### src/rtl/step_delay_pkg.sv
// Shared types and constants for the step/delay unit.
// HALF_STEP_EN selects the 8-entry half-step phase table instead of the 4-entry full-step one.
package step_delay_pkg;

    localparam int TEMP_W = 8;

    typedef enum logic [1:0] {
        IDLE  = 2'd0,
        COUNT = 2'd1,
        DONE  = 2'd2
    } delay_state_t;

    localparam int FULL_STEP_LEN = 4;
    localparam int HALF_STEP_LEN = 8;

    // Index 0 is the leftmost entry, which is also the post-reset pattern.
    localparam logic [0:FULL_STEP_LEN-1][3:0] FULL_STEP_TABLE = {
        4'b1100, 4'b0110, 4'b0011, 4'b1001
    };

    localparam logic [0:HALF_STEP_LEN-1][3:0] HALF_STEP_TABLE = {
        4'b1000, 4'b1100, 4'b0100, 4'b0110,
        4'b0010, 4'b0011, 4'b0001, 4'b1001
    };

`ifdef HALF_STEP_EN
    localparam int PHASE_LEN = HALF_STEP_LEN;
`else
    localparam int PHASE_LEN = FULL_STEP_LEN;
`endif

    localparam int PHASE_IDX_W = $clog2(PHASE_LEN);

endpackage

### src/rtl/step_delay_timer.sv
// Delay FSM with prescaler: counts delay_value ticks of PRESCALE clk cycles each,
// then holds delay_done until the next start or reset.
module step_delay_timer
    import step_delay_pkg::*;
#(
    parameter int PRESCALE = 50000,
    parameter int DELAY_W  = 8
) (
    input  logic               clk,
    input  logic               reset_n,
    input  logic               start_delay_counter,
    input  logic               enable_delay_counter,
    input  logic [DELAY_W-1:0] delay_value,
    output logic               delay_done
);

    localparam int PRE_W = (PRESCALE > 1) ? $clog2(PRESCALE) : 1;
    localparam logic [PRE_W-1:0] PRE_LAST = PRE_W'(PRESCALE - 1);

    delay_state_t       state_q;
    delay_state_t       state_d;
    logic [DELAY_W-1:0] count_q;
    logic [PRE_W-1:0]   pre_q;

    always_ff @(posedge clk or negedge reset_n) begin
        if (!reset_n) begin
            state_q <= IDLE;
        end else begin
            state_q <= state_d;
        end
    end

    // A start pulse wins from any state, so a start during COUNT restarts the delay.
    always_comb begin
        state_d = state_q;
        if (start_delay_counter) begin
            state_d = COUNT;
        end else begin
            case (state_q)
                COUNT:   if (count_q == '0) state_d = DONE;
                default: state_d = state_q;
            endcase
        end
    end

    always_comb begin
        delay_done = (state_q == DONE);
    end

    always_ff @(posedge clk or negedge reset_n) begin
        if (!reset_n) begin
            count_q <= '0;
            pre_q   <= '0;
        end else if (start_delay_counter) begin
            count_q <= delay_value;
            pre_q   <= '0;
        end else if (state_q == COUNT && enable_delay_counter && count_q != '0) begin
            if (pre_q == PRE_LAST) begin
                pre_q   <= '0;
                count_q <= count_q - DELAY_W'(1);
            end else begin
                pre_q <= pre_q + PRE_W'(1);
            end
        end
    end

endmodule

### src/rtl/step_delay_unit.sv
// Signed temp register driving a stepper phase walker, plus the delay timer.
// Build with HALF_STEP_EN defined for the half-step phase table.
module step_delay_unit
    import step_delay_pkg::*;
#(
    parameter int PRESCALE = 50000,
    parameter int DELAY_W  = 8
) (
    input  logic                     clk,
    input  logic                     reset_n,
    input  logic                     load_temp_register,
    input  logic                     increment_temp_register,
    input  logic                     decrement_temp_register,
    input  logic signed [TEMP_W-1:0] temp_load_value,
    input  logic                     start_delay_counter,
    input  logic                     enable_delay_counter,
    input  logic [DELAY_W-1:0]       delay_value,
    output logic                     temp_is_positive,
    output logic                     temp_is_negative,
    output logic                     temp_is_zero,
    output logic                     delay_done,
    output logic [3:0]               stepper_phase
);

    localparam logic [PHASE_IDX_W-1:0] PHASE_LAST = PHASE_IDX_W'(PHASE_LEN - 1);

    logic signed [TEMP_W-1:0] temp_q;
    logic [PHASE_IDX_W-1:0]   phase_idx_q;
    logic                     do_inc;
    logic                     do_dec;

    // Load masks both steps; inc and dec together cancel into a hold.
    assign do_inc = !load_temp_register && increment_temp_register && !decrement_temp_register;
    assign do_dec = !load_temp_register && decrement_temp_register && !increment_temp_register;

    always_ff @(posedge clk or negedge reset_n) begin
        if (!reset_n) begin
            temp_q <= '0;
        end else if (load_temp_register) begin
            temp_q <= temp_load_value;
        end else if (do_inc) begin
            temp_q <= temp_q + TEMP_W'(1);
        end else if (do_dec) begin
            temp_q <= temp_q - TEMP_W'(1);
        end
    end

    // Decrement steps the motor forward, increment steps it backward.
    always_ff @(posedge clk or negedge reset_n) begin
        if (!reset_n) begin
            phase_idx_q <= '0;
        end else if (do_dec) begin
            phase_idx_q <= (phase_idx_q == PHASE_LAST) ? '0 : phase_idx_q + PHASE_IDX_W'(1);
        end else if (do_inc) begin
            phase_idx_q <= (phase_idx_q == '0) ? PHASE_LAST : phase_idx_q - PHASE_IDX_W'(1);
        end
    end

    assign temp_is_zero     = (temp_q == '0);
    assign temp_is_negative = temp_q[TEMP_W-1];
    assign temp_is_positive = !temp_q[TEMP_W-1] && (temp_q != '0);

`ifdef HALF_STEP_EN
    assign stepper_phase = HALF_STEP_TABLE[phase_idx_q];
`else
    assign stepper_phase = FULL_STEP_TABLE[phase_idx_q];
`endif

    step_delay_timer #(
        .PRESCALE (PRESCALE),
        .DELAY_W  (DELAY_W)
    ) u_timer (
        .clk                  (clk),
        .reset_n              (reset_n),
        .start_delay_counter  (start_delay_counter),
        .enable_delay_counter (enable_delay_counter),
        .delay_value          (delay_value),
        .delay_done           (delay_done)
    );

endmodule

### config.mk
export PLATFORM = sky130hd
export DESIGN_NAME = step_delay_unit
export DESIGN_NICKNAME = d
export VERILOG_FILES = /design/src/rtl/step_delay_pkg.sv /design/src/rtl/step_delay_timer.sv /design/src/rtl/step_delay_unit.sv
export SDC_FILE = /design/constraint.sdc
export NUM_CORES = 1
export LEC_CHECK = 0
export ABC_AREA = 1
export CORE_ASPECT_RATIO = 2
export CORE_MARGIN = 2
export CORE_UTILIZATION = 50
export CTS_CLUSTER_DIAMETER = 30
export DETAILED_ROUTE_END_ITERATION = 6
export PLACE_DENSITY_LB_ADDON = 0.15
export SLEW_MARGIN = 20
export SYNTH_ARGS = -nofsm -noshare
export SYNTH_HDL_FRONTEND = slang
export SYNTH_SLANG_ARGS = --single-unit
export TNS_END_PERCENT = 10
### constraint.sdc
create_clock -name clk -period 1.7 [get_ports clk]
set_input_delay 0.34 -clock clk [delete_from_list [all_inputs] [get_ports clk]]
set_output_delay 0.34 -clock clk [all_outputs]
set_load 0.01 [all_outputs]
======== After elaboration in Yosys (flattened, before gate mapping) ========
Index checks and enable logic that the tools add are counted.
W data, S select, Z words.
storage, ports and cells
  ROM bits ................................ 0
  bits in writable memories ............... 0
  bits in latches ......................... 0
  memories ................................ 0
  flip-flop bits (word level) ............. 36
  word-level logic and storage cells ...... 60
operators by class
  bitwise logic cells ..................... 1
  eq/ne operators ......................... 4
  muxes and demuxes ....................... 19
  $add $sub $neg .......................... 6
  div/mod/pow operators ................... 0
  $lt $le $gt $ge ......................... 1
  reductions and logical operators ........ 24
  shifts and indexed selects .............. 0
  multiply operators ...................... 0
operators by type and width
  kind                     count
  $mux W16                 3
  $mux W8                  6
  $add A16 B1 Y16 const B  1
  $eq A16 B16 Y1 const B   1
  $logic_not A8 Y1         2
  $reduce_bool A8 Y1       2
  $mux W2                  7
  $reduce_bool A2 Y1       5
  $add A8 B2 Y8 const B    1
  $bmux W4 S2              1
  $mux W4                  2
  $sub A8 B1 Y8 const B    1
  $sub A8 B2 Y8 const B    1
  $logic_and A1 B1 Y1      7
  $eq A2 B2 Y1 const B     2
  $logic_not A1 Y1         4
  $reduce_and A2 Y1        2
  $ge A3 B3 Y1 const B     1
  $not A2 Y3               1
  $reduce_bool A3 Y1       1
  $add A2 B1 Y2 const B    1
  $eq A2 B1 Y1 const B     1
  $logic_not A2 Y1         1
  $sub A2 B1 Y2 const B    1

======== Depth between registers and ports, before layout ========
Gate-level depths: netlist of run 1.
  depth in word-level cells ............... 6
  mapped depth ............................ 11

======== Modules after synthesis ========
From an unflattened synthesis of run 1, not the netlist that was laid out.
second synthesis, totals
  cell total of the unflattened synthesis .. 367
  area total of the unflattened synthesis .. 2645.0 µm²
modules (own cells, without submodules)
  module            area each (µm²)  times used  cells an instance
  step_delay_timer  1724.2           1           244
  step_delay_unit   920.9            1           123

======== Least setup slack after synthesis of run 1 ========
No wires, ideal clock.
  kind .................................... input -> register
  start ................................... input decrement_temp_register
  end ..................................... register temp_q[5]
  required time ........................... 1579 ps
  library setup time ...................... 121 ps
  slack ................................... -256 ps
  arrival time ............................ 1835 ps
  cell stages on the path ................. 9
  buffers on the path ..................... 0
  path through ............................ nand3b_1 > ha_1 > or2_2 > nand2_1 > o21bai_1 > nand2_1 > nand2_1 > o21bai_1 > nand2_1
on the way
  cells in the longest elaborated chain, start to end .. 4
  elaborated cells on any way between the ends .. 7
  those cells by class .................... mux: 2; reduce/logical: 5
ends and longest elaborated chain
  what                  line                   source
  from (decl)           step_delay_unit.sv:13  input logic decrement_temp_register,
  $logic_not A1 Y1      step_delay_unit.sv:33  assign do_inc = !load_temp_register && increment_temp_register && !decrement_temp_register;
  $logic_and A1 B1 Y1   step_delay_unit.sv:33
  $mux W8               step_delay_unit.sv:41  end else if (do_inc) begin
  $mux W8               step_delay_unit.sv:39  end else if (load_temp_register) begin
  to (signal assigned)  step_delay_unit.sv:40  temp_q <= temp_load_value;
  to (signal assigned)  step_delay_unit.sv:42  temp_q <= temp_q + TEMP_W'(1);
  to (signal assigned)  step_delay_unit.sv:44  temp_q <= temp_q - TEMP_W'(1);
  to (decl)             step_delay_unit.sv:27  logic signed [TEMP_W-1:0] temp_q;
Several ways; a longest one is shown, not always the timed one.
A chain may end at the register's enable or synchronous reset.

======== Worst setup path after layout of run 1 ========
  start ................................... register temp_q[5]
  end ..................................... output temp_is_positive
on the way
  cells in the longest elaborated chain, start to end .. 2
ends and longest elaborated chain
  what                 line                   source
  $reduce_bool A8 Y1   step_delay_unit.sv:61  assign temp_is_positive = !temp_q[TEMP_W-1] && (temp_q != '0);
  $logic_and A1 B1 Y1  step_delay_unit.sv:61
  to (decl)            step_delay_unit.sv:18  output logic temp_is_positive,
No other way between the ends.

==> summary.txt, run 1 <==
Layout
  • Share of cells above drive strength 1: about a fifth
  • Most frequent cells in the layout: nand2_1 (134), nor2_1 (46), dfrtp_1 (36), inv_1 (33), buf_4 (32)
  • N_diodes: 0
  • Layout area overhead: 33.0%
  • Commonest non-fill, non-tap cell in the layout: nand2_1
  • Design Area, Final: ~3500 um^2
  • Layout fillers: 438
  • Util after Layout: between 60% and 70%
  • # nets final: a little under 500

STA
  • Pins Over Slew Limit: 0
  • Period utilisation layout: 105%
  • Min Tclk post-route: around 1.8 ns
  • Final hold slack: around 0.41 ns
  • RSZ-0062 raised after global routing: yes
  • Clk_skew: between 0.01 and 0.015 ns
  • Setup TNS: -0.155 ns
  • Relative slew slack: between 70% and 80%
  • Fmax achieved: approximately 560 MHz
  • Final setup viols: 2
  • Worst setup margin: -0.0866 ns
  • Hold Violations, Final: 0
  • Worst Tran Pin Value: slightly above 0.4 ns

Clock network
  • Cts bufs inserted: 5
  • Max Buffers Root-to-Sink: 2
  • Sink Count: 36
  • Clock root buffer master: clkbuf_8
  • Clock latency on the worst-skew pair: slightly above 0.3 ns
  • Clk slew on worst S/H paths: ~0.080 ns
  • H-tree depth: 2
  • CTS tree: built

Worst hold path
  • Hold Crit Class: primary input to flop
  • Hold path cells: 3

Floorplanning
  • Core Area: 5140 um^2
  • Die Span Y: between 100 and 150 um
  • Die W: 55.4 um
  • I/O Pins: 31
  • Effective utilization at floorplan: roughly half
  • Die area: ~5900 um^2
  • Row cnt: 37

Place
  • Detail Placement HPWL: approximately 5.4 mm
  • Placed inst area: 3270 um^2
  • Setup slack at placement: -0.595 ns
  • Routability-driven placement congestion ratio: roughly 0.94
  • IO Port Bufs: 30

Pwr
  • Power density cells: approximately 900 nW/um^2
  • Max VDD drop: roughly 0.00073 V
  • Pleak: 1.71 nW
  • Clk pwr share: between 20% and 30%
  • Seq pwr share: 34.8%
  • Switching Share: between 30% and 40%
  • Psw: between 1 and 1.5 mW
  • Combinational share of power: between 40% and 50%
  • Internal Power: between 1.5 and 2 mW

Detailed routing
  • Drt first pass iters: 4
  • Final ANT Viol Nets: 0
  • DRC errors left: 0
  • Vias: about 2700
  • Initial drt markers: 92
  • Drt total wl: between 6 and 7 mm
  • Vias per cell: 5.27
  • Drt wl/cell: ~14 um

Global route
  • Gr usage total: about a quarter
  • Total gr overflow: 0
  • Largest net degree at the start of global routing: 23
  • First-pass GRT wire length: 11.5 mm
  • Number of global-route vias before repair: around 2700
  • Initial antenna violation count: 0

Synthesis
  • Yosys cell types: 37
  • Synth Warn #: 0
  • Yosys reg bits: 36
  • Mean Syn Cell Area: 6.91 um^2
  • Register area share after synthesis: 34.1%
  • Syn Nets: about 420
  • Mapped Area: between 2000 and 3000 um^2
  • Post-Synthesis Cells: 382

Outcome
  • Outcome: complete, but fails checks
  • Failing checks: negative setup slack

Critical path
  • Worst path arrival time: ~1.5 ns
  • Worst Path Max Fanout: 2
  • WP data required: ~1.4 ns
  • Critical path endpoint category: primary output
  • Reg2Reg Depth: 10
  • CP Class: flop to primary output
  • Worst setup SP type: flop
  • Setup slack, reg-to-reg: about 0.050 ns

Flow run
  • # Max-Cap Violations: 0
==> Yosys cell counts, drive strengths merged <==
master | instances | area, um^2
nor2 | 50 | 195
o211ai | 1 | 7.51
dfrtp | 36 | 901
a31oi | 2 | 12.5
o31ai | 1 | 7.51
fa | 1 | 20.0
xor2 | 5 | 43.8
or2 | 4 | 25.0
clkinv | 1 | 3.75
xnor2 | 4 | 35.0
o221ai | 1 | 8.76
ha | 12 | 150
nand3b | 3 | 22.5
o21bai | 3 | 22.5
nand4 | 12 | 81.3
inv | 39 | 146
nand3 | 23 | 148
nand2 | 139 | 529
buf | 5 | 46.3
o21ai | 23 | 145
nor4 | 1 | 6.26
clkbuf | 2 | 7.51
and3 | 1 | 6.26
nor3 | 7 | 40.0
a21oi | 6 | 30.0
==> final timing paths <==
| path | from | to |
|---|---|---|
| max | temp_q[5]$_DFFE_PN0P_ | temp_is_positive |
| min | load_temp_register | temp_q[0]$_DFFE_PN0P_ |
| max reg2reg | temp_q[5]$_DFFE_PN0P_ | temp_q[7]$_DFFE_PN0P_ |
| min reg2reg | u_timer.count_q[1]$_DFFE_PN0P_ | u_timer.count_q[1]$_DFFE_PN0P_ |
| max in group asynchronous | reset_n | temp_q[3]$_DFFE_PN0P_ |
| min in group asynchronous | reset_n | u_timer.pre_q[13]$_DFFE_PN0P_ |
==> metrics by stage <==
| step | power (mW) | instances |
|---|---|---|
| after detailed placement | 2.32 | 498 |
| after global routing | 3.31 | 509 |
| after global placement | 2.29 | 498 |
| after CTS | 2.97 | 508 |
| after floorplan | 1.78 | 382 |
| final | 3.09 | 509 |
==> layer usage <==
layer	share of wire, %	wire (um)	vias up	global-route usage, %
met2	56	3890	47	46.4
met5	0	0	-	0
li1	-	-	1354	-
met1	36	2520	1255	23.9
met4	5.1	350	0	16.7
met3	2.2	149	25	3.86
==> state kept, by name, summed over array words and instances (netlist names) <==
name / cells
u_timer.count_q: 8
u_timer.pre_q: 16
temp_q: 8
u_timer.state_q: 2
phase_idx_q: 2
==> logic make-up after synthesis <==
kind of cell	Yosys count	share of synthesized area, %
compound gates	37	8.86
xor+xnor	9	2.98
buf+inv	47	7.72
flops	36	34.1
fa+ha+maj	13	6.44
simple gates	240	39.9
==> worst max-delay path, cell delays in order, from the launching register on <==
cell,delay (ns)
dfrtp_1,0.41
nor4_4,0.29
nand2_1,0.09
nor3_2,0.17
nor2_1,0.05
buf_2,0.13
==> final cells by class <==
class	count	area, um^2	share of cell area (%)
multi-input combinational	299	1680	47.7
tap	58	72.6	2.07
sequential	36	901	25.7
clock buffer	5	68.8	1.96
timing repair buffer	68	622	17.7
clock inverter	3	18.8	0.534
inverter	40	153	4.35
==> power by group through the flow <==
stage	sequential, mW	clock [mW]	combinational [mW]
2_1_floorplan	1.07	0	0.704
3_3_place_gp	1.07	0	1.22
3_5_place_dp	1.07	0	1.25
4_1_cts	1.06	0.648	1.26
5_1_grt	1.09	0.675	1.55
6_report	1.07	0.628	1.39
==> repair_timing <==
| item | CTS | global route |
|---|---|---|
| hold endpoints to repair | 14 | 0 |
| resized for setup | 22 | 29 |
| cloned | 0 | 1 |
| endpoints found under the setup margin | 12 | 30 |
| setup buffers | 1 | 0 |
| hold buffers | 1 | 0 |
| pin swaps | 4 | 13 |
Note: power is estimated with default switching activity, not from simulation.
==> run 2, diff against run 1 <==
- CTS_BUF_LIST: not set -> sky130_fd_sc_hd__clkbuf_8
- SKIP_LAST_GASP: not set -> 1
- SLEW_MARGIN: 20 -> 30
==> run 2 against run 1 <==
Flip-flop and latch count unchanged. Sequential share of layout area about the same. Clock skew down 0.00065 ns. The run still ends with negative setup slack left. Highest routed layer unchanged. Non-clock buffer count up 2. Clock power about the same. Power down 1.1%.
==> summary.txt, run 2 (synthesized netlist as in run 1, its figures left out) <==
Layout
  • Layout fillers: 442 (+0.91%)
  • Most frequent cells in the layout: nand2_1 (131), nor2_1 (49), dfrtp_1 (36), inv_1 (34), buf_4 (34)
  • Max reg flops: 16 (unchanged)
  • Share of cells above drive strength 1: 20.8% (-0.54 points)
  • Commonest non-fill, non-tap cell in the layout: nand2_1
  • Largest Register: u_timer.pre_q
  • # nets final: 488 (+0.41%)
  • Largest registers: u_timer.pre_q x16, temp_q x8, u_timer.count_q x8
  • Layout area overhead: 32.9% (about the same)
  • N_diodes: 0 (unchanged)

Pwr
  • Psw: 1.14 mW (-1.1%)
  • Seq pwr share: 35.1% (+0.3 points)
  • Internal Power: 1.92 mW (-1.1%)
  • Pleak: 1.71 nW (+0.49%)
  • Power density cells: 870 nW/um^2 (-1.1%)
  • Switching Share: 37.2% (about the same)
  • Max VDD drop: 0.000742 V (+0.98%)
  • Clk pwr share: 20.6% (+0.3 points)
  • Total power: 3.05 mW (-1.1%)
  • Combinational share of power: 44.4% (-0.5 points)

Clock network
  • Clk slew on worst S/H paths: 0.08 ns (about the same)
  • Clock root buffer master: clkbuf_8
  • Cts bufs inserted: 5 (unchanged)
  • CTS tree: built
  • H-tree depth: 2 (unchanged)
  • Clock latency on the worst-skew pair: 0.31 ns (about the same)
  • Max Buffers Root-to-Sink: 2 (unchanged)
  • Sink Count: 36 (unchanged)

Detailed routing
  • Final ANT Viol Nets: 0 (unchanged)
  • Drt wl/cell: 13.7 um (+0.81%)
  • Vias: 2711 (+1.1%)
  • Initial drt markers: 81 (-12%)
  • Drt total wl: 6.99 mm (+1.2%)
  • DRC errors left: 0 (unchanged)
  • Vias per cell: 5.31 (+0.72%)
  • Drt first pass iters: 4 (unchanged)

STA
  • Fmax achieved: 563 MHz (+0.66%)
  • RSZ-0062 raised after global routing: yes
  • Relative slew slack: 71.8% (-0.64 points)
  • Worst Tran Pin Value: 0.423 ns (+0.00963 ns)
  • Setup TNS: -0.192 ns (-0.0370 ns)
  • Clk_skew: 0.0120 ns (-0.000651 ns)
  • Final setup viols: 5 (+3)
  • Hold Violations, Final: 0 (unchanged)
  • Pins Over Slew Limit: 0 (unchanged)
  • Worst setup margin: -0.0749 ns (+0.0117 ns)
  • Min Tclk post-route: 1.77 ns (-0.0117 ns)
  • Period utilisation layout: 104% (-0.69 points)

Critical path
  • Top delay family on crit path: simple AND/OR/NAND/NOR gates
  • Critical path endpoint category: primary output
  • Worst setup SP type: flop
  • Worst path arrival time: 1.43 ns (-0.02 ns)
  • CP bufs+invs: 1 (unchanged)
  • Cell chain of the critical path: nor4_4, nand2_1, nor3_2, nor2_1, buf_2
  • Worst Path Max Fanout: 2 (unchanged)
  • Slowest CP cell: dfrtp_1
  • Max incr delay on CP: 0.41 ns (about the same)
  • CP Class: flop to primary output
  • WP data required: 1.36 ns (about the same)

Place
  • IO Port Bufs: 30 (unchanged)
  • Routability-driven placement congestion ratio: 0.938 (unchanged)
  • Detail Placement HPWL: 5.38 mm (unchanged)

Outcome
  • Outcome: complete, but fails checks
  • Failing checks: negative setup slack

Floorplanning
  • I/O Pins: 31 (unchanged)
  • Die Span Y: 107 um (unchanged)
  • Die area: 5920 um^2 (unchanged)
  • Row cnt: 37 (unchanged)
  • Die W: 55.4 um (unchanged)
  • Core Area: 5140 um^2 (unchanged)
  • Effective utilization at floorplan: 51.4% (unchanged)

Worst hold path
  • Hold Crit Class: primary input to flop

Global route
  • Total gr overflow: 0 (unchanged)
  • Largest net degree at the start of global routing: 23 (unchanged)
  • First-pass GRT wire length: 11.4 mm (-0.24%)
  • Initial antenna violation count: 0 (unchanged)
  • Number of global-route vias before repair: 2729 (+0.96%)
  • Gr usage total: 24.7% (-0.050 points)

Flow run
  • # Max-Cap Violations: 0 (unchanged)
[run 2: cell count changes in the layout (fill, tap and decap cells not counted), moves of 3 or more]
cell | before | now
clkdlybuf4s50_1 | 19 | 22
nand2_1 | 134 | 131
nand2_2 | 4 | 7
nor2_1 | 46 | 49
[run 2: timing repair]
item                       in CTS  in global routing
hold buffers                    1                  0
pin swaps                       3                 14
setup buffers                   1                  2
resized for setup              14                 23
cloned                          0                  1
hold endpoints to repair       14                  0
setup endpoints to repair      12                 33
[run 2: stage by stage]
stage / hold WS, ns / utilization, % / std cells / instance area (um^2) / setup WS, ns
floorplan: 0.0444 / - / 382 / 2650 / -0.236
global placement: 0.287 / 63.6 / 498 / 3270 / -0.508
detailed placement: 0.294 / 63.6 / 498 / 3270 / -0.595
CTS: 0.492 / 65.9 / 508 / 3390 / -0.227
global route: 0.391 / 68.3 / 511 / 3510 / -0.170
finish: 0.364 / 68.3 / 511 / 3510 / -0.0749
[run 2: path summary, 6_finish.rpt]
kind,slack [ns],cells past startpoint,to,start
max,-0.07,5,temp_is_positive,temp_q[5]$_DFFE_PN0P_
min,0.36,3,temp_q[0]$_DFFE_PN0P_,load_temp_register
max reg2reg,0.04,10,temp_q[7]$_DFFE_PN0P_,temp_q[5]$_DFFE_PN0P_
min reg2reg,0.50,2,u_timer.count_q[1]$_DFFE_PN0P_,u_timer.count_q[1]$_DFFE_PN0P_
max in group asynchronous,0.73,3,temp_q[3]$_DFFE_PN0P_,reset_n
min in group asynchronous,0.50,2,u_timer.pre_q[13]$_DFFE_PN0P_,reset_n
[run 2: cell type report]
| cell class | count | area (um^2) | share of cell area (%) |
|---|---|---|---|
| clock buffers | 5 | 68.8 | 1.96 |
| clock inverters | 3 | 18.8 | 0.535 |
| inverters | 40 | 150 | 4.28 |
| multi-input cells | 299 | 1650 | 47.0 |
| flip-flops and latches | 36 | 901 | 25.7 |
| well taps | 58 | 72.6 | 2.07 |
| repair buffers | 70 | 649 | 18.5 |
[run 2: per-layer routing]
layer  track usage [%]  part of all wire [%]
met1              23.7                    36
met5                 0                     0
met3              3.62                   2.2
met2              46.3                    55
met4              17.4                   5.9
[run 2: worst min-delay path, cell delays in order]
cell	delay, ns
buf_6	0.07
buf_4	0.12
o21ai_0	0.08
[run 2: power by group through the flow]
stage	logic [mW]	registers, mW	clock network [mW]
floorplan	0.704	1.07	0
global placement	1.22	1.07	0
detailed placement	1.25	1.07	0
CTS	1.26	1.06	0.648
global route	1.52	1.08	0.675
finish	1.35	1.07	0.628
